**src/rtl/pattern_scheduler.sv**
```systemverilog
// pattern_scheduler
//   Chooses which of NUM_SRC test-pattern generators drives the VGA pixel
//   path. Sources advance on a debounced pushbutton (manual) or after a
//   fixed number of frames (auto). A change only takes effect at the start
//   of vsync, optionally after GAP_FRAMES of black.
//
// Ports
//   iCLK     VGA control clock
//   iRST_N   asynchronous active-low reset
//   iRGB     packed sources, source k at [30k+29:30k]
//   iVS      vsync from vga_sync, active-low, already in iCLK domain
//   iNEXT_N  raw pushbutton, active-low, asynchronous
//   iAUTO    raw mode switch (1 = auto), asynchronous
//   oRGB     selected source, or black during a gap
//   oSEL     index of the source currently displayed
//   oGAP     high while black gap frames are shown
//   oSWITCH  one-cycle pulse on the cycle oSEL changes
module pattern_scheduler #(
  parameter int NUM_SRC      = 4,
  parameter int SEL_W        = 2,
  parameter int DWELL_FRAMES = 120,
  parameter int GAP_FRAMES   = 1,
  parameter int DB_CYCLES    = 250000
) (
  input  logic                  iCLK,
  input  logic                  iRST_N,
  input  logic [30*NUM_SRC-1:0] iRGB,
  input  logic                  iVS,
  input  logic                  iNEXT_N,
  input  logic                  iAUTO,
  output logic [29:0]           oRGB,
  output logic [SEL_W-1:0]      oSEL,
  output logic                  oGAP,
  output logic                  oSWITCH
);

  localparam int DW = $clog2(DWELL_FRAMES) + 1;
  localparam int GW = $clog2(GAP_FRAMES + 1) + 1;
  localparam int CW = $clog2(DB_CYCLES);

  localparam logic [DW-1:0]    DWELL_LAST = DW'(DWELL_FRAMES - 1);
  localparam logic [GW-1:0]    GAP_INIT   = GW'(GAP_FRAMES);
  localparam logic [CW-1:0]    DB_LAST    = CW'(DB_CYCLES - 1);
  localparam logic [SEL_W-1:0] SEL_LAST   = SEL_W'(NUM_SRC - 1);

  typedef enum logic {SHOW = 1'b0, GAP = 1'b1} state_t;

  // Input conditioning
  logic          next_s1, next_s2;
  logic          auto_s1, auto_s2, auto_q;
  logic          db_level, db_q;
  logic [CW-1:0] db_cnt;
  logic          vs_q;

  logic press;
  logic tick;
  logic mode_chg;

  always_ff @(posedge iCLK or negedge iRST_N) begin
    if (!iRST_N) begin
      next_s1  <= 1'b1;
      next_s2  <= 1'b1;
      auto_s1  <= 1'b0;
      auto_s2  <= 1'b0;
      auto_q   <= 1'b0;
      db_level <= 1'b1;
      db_q     <= 1'b1;
      db_cnt   <= '0;
      vs_q     <= 1'b0;
    end else begin
      next_s1 <= iNEXT_N;
      next_s2 <= next_s1;
      auto_s1 <= iAUTO;
      auto_s2 <= auto_s1;
      auto_q  <= auto_s2;
      vs_q    <= iVS;
      db_q    <= db_level;
      // The counter only runs while the synchronized button disagrees with
      // the debounced level; any return to the old level restarts it.
      if (next_s2 == db_level) begin
        db_cnt <= '0;
      end else if (db_cnt == DB_LAST) begin
        db_level <= next_s2;
        db_cnt   <= '0;
      end else begin
        db_cnt <= db_cnt + CW'(1);
      end
    end
  end

  assign press    = db_q & ~db_level;
  assign tick     = vs_q & ~iVS;
  assign mode_chg = auto_s2 ^ auto_q;

  // Scheduler
  state_t        state;
  logic          pending;
  logic [DW-1:0] dwell_cnt;
  logic [GW-1:0] gap_cnt;

  logic [SEL_W-1:0] next_sel;
  logic             auto_due;
  logic             advance;

  always_comb begin
    next_sel = (oSEL == SEL_LAST) ? '0 : oSEL + SEL_W'(1);
    auto_due = auto_s2 && (dwell_cnt == DWELL_LAST);
    advance  = pending || auto_due;
  end

  always_ff @(posedge iCLK or negedge iRST_N) begin
    if (!iRST_N) begin
      state     <= SHOW;
      oSEL      <= '0;
      oGAP      <= 1'b0;
      oSWITCH   <= 1'b0;
      pending   <= 1'b0;
      dwell_cnt <= '0;
      gap_cnt   <= '0;
    end else begin
      oSWITCH <= 1'b0;
      case (state)
        SHOW: begin
          if (mode_chg) begin
            pending   <= 1'b0;
            dwell_cnt <= '0;
          end else if (tick) begin
            if (auto_s2) begin
              dwell_cnt <= auto_due ? '0 : dwell_cnt + DW'(1);
            end
            // A press landing on a tick belongs to the next frame boundary.
            pending <= press && !auto_s2;
            if (advance) begin
              if (GAP_FRAMES == 0) begin
                oSEL    <= next_sel;
                oSWITCH <= 1'b1;
              end else begin
                state   <= GAP;
                gap_cnt <= GAP_INIT;
                oGAP    <= 1'b1;
                pending <= 1'b0;
              end
            end
          end else if (press && !auto_s2) begin
            pending <= 1'b1;
          end
        end
        GAP: begin
          pending   <= 1'b0;
          dwell_cnt <= '0;
          if (tick) begin
            gap_cnt <= gap_cnt - GW'(1);
            if (gap_cnt == GW'(1)) begin
              state   <= SHOW;
              oSEL    <= next_sel;
              oGAP    <= 1'b0;
              oSWITCH <= 1'b1;
            end
          end
        end
        default: state <= SHOW;
      endcase
    end
  end

  // Zero-latency pixel mux straight from the registered select.
  always_comb begin
    oRGB = '0;
    if (!oGAP) begin
      for (int k = 0; k < NUM_SRC; k++) begin
        if (oSEL == SEL_W'(k)) oRGB = iRGB[30*k +: 30];
      end
    end
  end

endmodule
```
**config.mk**
```make
export PLATFORM = sky130hd
export DESIGN_NAME = pattern_scheduler
export DESIGN_NICKNAME = d
export VERILOG_FILES = /design/src/rtl/pattern_scheduler.sv
export SDC_FILE = /design/constraint.sdc
export NUM_CORES = 1
export LEC_CHECK = 0
export BUFFER_PORTS_ARGS = -buffer_cell sky130_fd_sc_hd__clkbuf_2
export CAP_MARGIN = 15
export CORE_MARGIN = 2
export CORE_UTILIZATION = 51
export CTS_BUF_LIST = sky130_fd_sc_hd__clkbuf_4
export CTS_CLUSTER_DIAMETER = 200
export CTS_CLUSTER_SIZE = 16
export DETAILED_ROUTE_END_ITERATION = 8
export GPL_TIMING_DRIVEN = 0
export PLACE_DENSITY_LB_ADDON = 0.2
export SYNTH_ARGS = -nofsm -noshare
export SYNTH_HDL_FRONTEND = slang
export SYNTH_SLANG_ARGS = --single-unit
```
**constraint.sdc**
```tcl
create_clock -name iCLK -period 5.55 [get_ports iCLK]
set_input_delay 1.3875 -clock iCLK [delete_from_list [all_inputs] [get_ports iCLK]]
set_output_delay 1.3875 -clock iCLK [all_outputs]
set_load 0.005 [all_outputs]
```
After elaboration in Yosys (flattened, before gate mapping)
Index checks and enable logic that the tools add are counted.
{ "word_totals": {"inputBits": 125, "output_inout_bits": 34, "ff_bits": 42} }
{ "op_classes": {"n_eq_ne": 15, "n_reduce_logical": 10, "mux": 38, "bitwise_logic": 7, "add_sub_neg": 4} }
{ "op_table": {"columns": ["cell", "n"], "rows": [
  ["two-way mux 30 bit", 5],
  ["two-way mux 18 bit", 2],
  ["two-way mux 8 bit", 4],
  ["adder 18 x 1 -> 18 bit (second input constant)", 1],
  ["equality test 18 bit (second input constant)", 1],
  ["two-way mux 1 bit", 17],
  ["one-hot mux 8 bit (2 select lines)", 1],
  ["two-way mux 2 bit", 5],
  ["adder 8 x 1 -> 8 bit (second input constant)", 1],
  ["equality test 8 x 7 -> 1 bit (second input constant)", 1],
  ["!= test 2 bit (second input constant)", 4],
  ["!= test 3 bit (second input constant)", 2],
  ["one-hot mux 1 bit (2 select lines)", 3],
  ["AND reduction 5 bit", 1],
  ["equality test 2 x 1 -> 1 bit (second input constant)", 2],
  ["equality test 2 bit (second input constant)", 2],
  ["!= test 4 bit (second input constant)", 1],
  ["inverter 1 bit", 4],
  ["one-hot mux 2 bit (2 select lines)", 1],
  ["AND reduction 2 bit", 2],
  ["AND reduction 4 bit", 1],
  ["AND reduction 3 bit", 1],
  ["adder 2 x 1 -> 2 bit (second input constant)", 1],
  ["AND 1 bit", 2],
  ["8 further kinds", 9]
]} }

Depth between registers and ports, before layout
{ "logic_depth": {"ltp_word": 7, "depth_mapped": 8, "ltp_nobuf": 6} }

Worst setup path after synthesis
No wires, ideal clock.
{ "synth_path": {"path_type": "in2out", "from": "input iRGB[29]", "to": "output oRGB[29]", "arrival_ns": 1.792, "required_time_ns": 4.163, "n_path_buf": 0, "path_stages": 4, "path_slack_ns": 2.370, "path_cell_list": "nand2_1 o21ai_0 o21ai_0 a21oi_1"} }
{ "synth_via": {"elab_chain_len": 5} }
{ "synth_rtl": {"columns": ["element", "line", "rtl"], "rows": [
  ["start, declared", "27", "input logic [30*NUM_SRC-1:0] iRGB,"],
  ["two-way mux 30 bit (4 in series)", "171", "if (oSEL == SEL_W'(k)) oRGB = iRGB[30*k +: 30];"],
  ["two-way mux 30 bit", "169", "if (!oGAP) begin"],
  ["end, declared", "31", "output logic [29:0] oRGB,"]
]} }
Every way passes these cells.

Worst setup path in the final report
{ "layout_path": {"from": "register oSEL[1]", "to": "output oRGB[23]"} }
{ "layout_via": {"elab_chain_len": 6} }
{ "layout_rtl": {"columns": ["element", "line", "rtl"], "rows": [
  ["start, declared", "32", "output logic [SEL_W-1:0] oSEL,"],
  ["start signal, assigned", "135", "oSEL <= next_sel;"],
  ["start signal, assigned", "155", "oSEL <= next_sel;"],
  ["zero test 2 bit", "171", null],
  ["two-way mux 30 bit (3 in series)", "171", null],
  ["two-way mux 30 bit (*)", "171", null],
  ["two-way mux 30 bit (*)", "169", null]
]} }
Every way passes the cells marked *; elsewhere a longest branch is shown, timed or not.

==> flow_summary.toml <==
[setup_path]
worstPathArrival_ps = 2330
cp-start-kind = "flop"
slowest_stage = "dfrtp_1"
r2r_setup_slack_ps = 3670
cp_max_fo = 10
r2r_start = "auto_s2$_DFF_PN0_"
ff2ff_path_depth = 7
cp-startpoint = "oSEL[1]$_DFFE_PN0P_"
timing.rr.end = "dwell_cnt[6]$_DFFE_PN0P_"
endpoint_kind = "primary output"
critPathKind = "reg -> out"
worstPathRequired_ps = 4160
path_cells = "ha_1, or2_2, clkbuf_1, buf_1, o22ai_1, clkbuf_2"
slowest_delay_ps = 430

[sta]
hold_viol = 0
fin_crit_ps = 3710
fin_skew_ps = 6.69
worst_slew_pin_slew_ps = 679
max-slew-margin-rel_pct = 54.8
post-route-period-util_pct = 66.9
finalSetupTns_ps = 0
setup_violations = 0
rsz0062_at_grt = "false"
fmax_ghz = 0.269
slew_violations = 0

[power_and_ir_drop]
power.switching_mw = 0.761
p_int_mw = 0.925
powerDensity_nw_per_um2 = 412
leakage_nw = 1.98
power_frac_comb_pct = 63.1
power_mw = 1.69
p_clk_share_pct = 14.4
irDropWorstVdd_mv = 0.264
p_seq_share_pct = 22.5
switching_share_pct = 45.1

[synth]
ys_warn_count = 0
netlist_instances = 394
ys.flop_type = "dfrtp_1"
ys_types = 40
netlist_area_um2 = 3080
syn-num-nets = 527
synth_area_per_cell_um2 = 7.82
ys_ff_latch = 42
netlist.area_leader.share_pct = 30.8
synthArstFlopShare_pct = 100
synth-seq-area-share_pct = 34.3
synth_top_area_cell = "dfrtp_1"
synth_edf_count = 0
synth.area.top_cells = "dfrtp_1, nand2_1, mux2i_1"

[clocking]
hold_buffers = 0
clock-root-buffer = "clkbuf_4"
postCtsSetupBuffers = 0
clock_latency_ps = 350
cts_tree = "yes"
cts.sinks = 42
postCtsResizedCells = 0
clkTransAtPathRegs_ps = 120
cts_max_path_buffers = 2
cts_buffers = 5
ctsHtreeMaxLevel = 2

[placement]
place.gp.congestion = 0.856
detailed_place_hpwl_mm = 7.05
io_buffers = 158

[final_layout]
final_nets = 693
syn_to_final_growth_pct = 32.8
drive_gt1_share_pct = 32.4
diodes = 0

[detailed_routing]
wirelength_mm = 9.08
vias = 3474
antenna_left = 0
drcViolationCount = 0
drtIter0Drc = 140
post_drt_wl_per_cell_um = 14.3
routed_via_density = 5.46
first_pass_iters = 4

[global_route]
overflow = 0
grt_max_degree = 43
antenna_found_initial = 0
grt_pass1_vias = 3005
grt_use_total_pct = 25.6
grt_first_pass_wirelength_mm = 13.6

[die]
die_area_um2 = 6680
ioPinCount = 159
start_util_pct = 52.4
die_width_um = 81.8
die_h_um = 81.8
rows = 28
coreArea_um2 = 5890

[hold_path]
min_to = "auto_s2$_DFF_PN0_"
hold_start = "auto_s1$_DFF_PN0_"
holdCritPathClass = "reg -> reg"
hold-path-cell-count = 0

[job]
maxCapViolations = 0

[run_status]
status = "finished, final reports clean"
-- how the worst max path moves through the flow --
stage / slack (ps) / depth (start not counted) / to
floorplan: 2370 / 4 / oRGB[29]
global placement: 2070 / 6 / oRGB[18]
detailed placement: 2070 / 6 / oRGB[25]
CTS: 1850 / 6 / oRGB[23]
global route: 1560 / 9 / oRGB[2]
finish: 1840 / 6 / oRGB[23]
-- worst max-delay path: cells and delay by family (launching register included) --
kind,cells,cell delay (ps)
buf+inv,3,930
flops,1,430
fa+ha+maj,1,290
simple gates,1,160
compound gates,1,160
-- through the flow --
step / hold slack, ps / area (um2) / instances / util [%] / setup slack (ps)
5_1_grt: 374 / 4090 / 636 / 69.6 / 1560
2_1_floorplan: 331 / 3080 / 394 / - / 2370
3_3_place_gp: 332 / 3970 / 627 / 67.4 / 2070
6_report: 361 / 4090 / 636 / 69.6 / 1840
3_5_place_dp: 336 / 3970 / 627 / 67.4 / 2070
4_1_cts: 365 / 4070 / 635 / 69.2 / 1850
-- cell usage after synthesis, drive strengths merged (2+ instances only) --
| master | number |
|---|---|
| xnor2 | 4 |
| and4 | 5 |
| xor2 | 12 |
| a21oi | 13 |
| nand4 | 8 |
| clkbuf | 19 |
| nor3 | 2 |
| nand2b | 3 |
| a211oi | 2 |
| ha | 8 |
| or4 | 3 |
| inv | 9 |
| o31ai | 4 |
| or2 | 2 |
| o22ai | 29 |
| and3 | 2 |
| nor2b | 2 |
| nor2 | 21 |
| nor4 | 2 |
| nand2 | 102 |
| o21ai | 39 |
| dfrtp | 38 |
| or3 | 5 |
| mux2i | 30 |
| buf | 7 |
| mux2 | 2 |
| nand3 | 8 |
| o41ai | 2 |
| dfstp | 4 |
-- logic make-up after synthesis --
family	share of synthesized area, %
multiplexers	10.5
buffers and inverters	4.87
AND/OR/NAND/NOR	24.9
flip-flops	34.3
AO/OA/AOI/OAI	17.7
XOR/XNOR	4.55
adder cells (fa/ha/maj)	3.25
-- flip-flops by register name, indices dropped and copies added (netlist names) --
signal / count
db_cnt: 18
dwell_cnt: 8
gap_cnt: 2
oSEL: 2
auto_q: 1
auto_s1: 1
auto_s2: 1
db_level: 1
db_q: 1
next_s1: 1
next_s2: 1
oGAP: 1
oSWITCH: 1
pending: 1
state: 1
vs_q: 1
-- final cells by class --
type | count | area, um2
flip-flops and latches | 42 | 1060
clock buffers | 5 | 37.5
repair buffers | 159 | 811
well taps | 75 | 93.8
multi-input cells | 317 | 1880
clock inverters | 3 | 68.8
plain buffers | 26 | 116
fillers | 501 | 1790
inverters | 9 | 33.8
-- layout by cell type, fill, tap and decap left out, types with 7 or more instances in the layout --
cell type	instances
o21ai_0	32
xor2_1	12
o22ai_1	29
nand4_1	8
a21oi_1	13
nand2_1	102
o21ai_1	7
ha_1	8
nand3_1	8
clkbuf_1	19
clkbuf_2	158
mux2i_1	30
nor2_1	21
dfrtp_1	38
inv_1	9
-- power by group through the flow --
stage	Clock [mW]	Combinational, mW	Sequential [mW]
after floorplan	0	0.656	0.376
after global placement	0	1.03	0.383
after detailed placement	0	1.05	0.385
after CTS	0.246	1.06	0.378
after global routing	0.260	1.18	0.385
final	0.243	1.06	0.379
-- per-layer routing --
layer	share of wire [%]	wire length, um	up-vias	global-route usage (%)
met5	0	0	-	0
met4	3.2	293	0	10.0
met3	8.1	732	26	5.16
met2	47	4310	136	42.6
met1	41	3740	1589	32.7
li1	-	-	1723	-
Note: power is estimated with default switching activity, not from simulation.
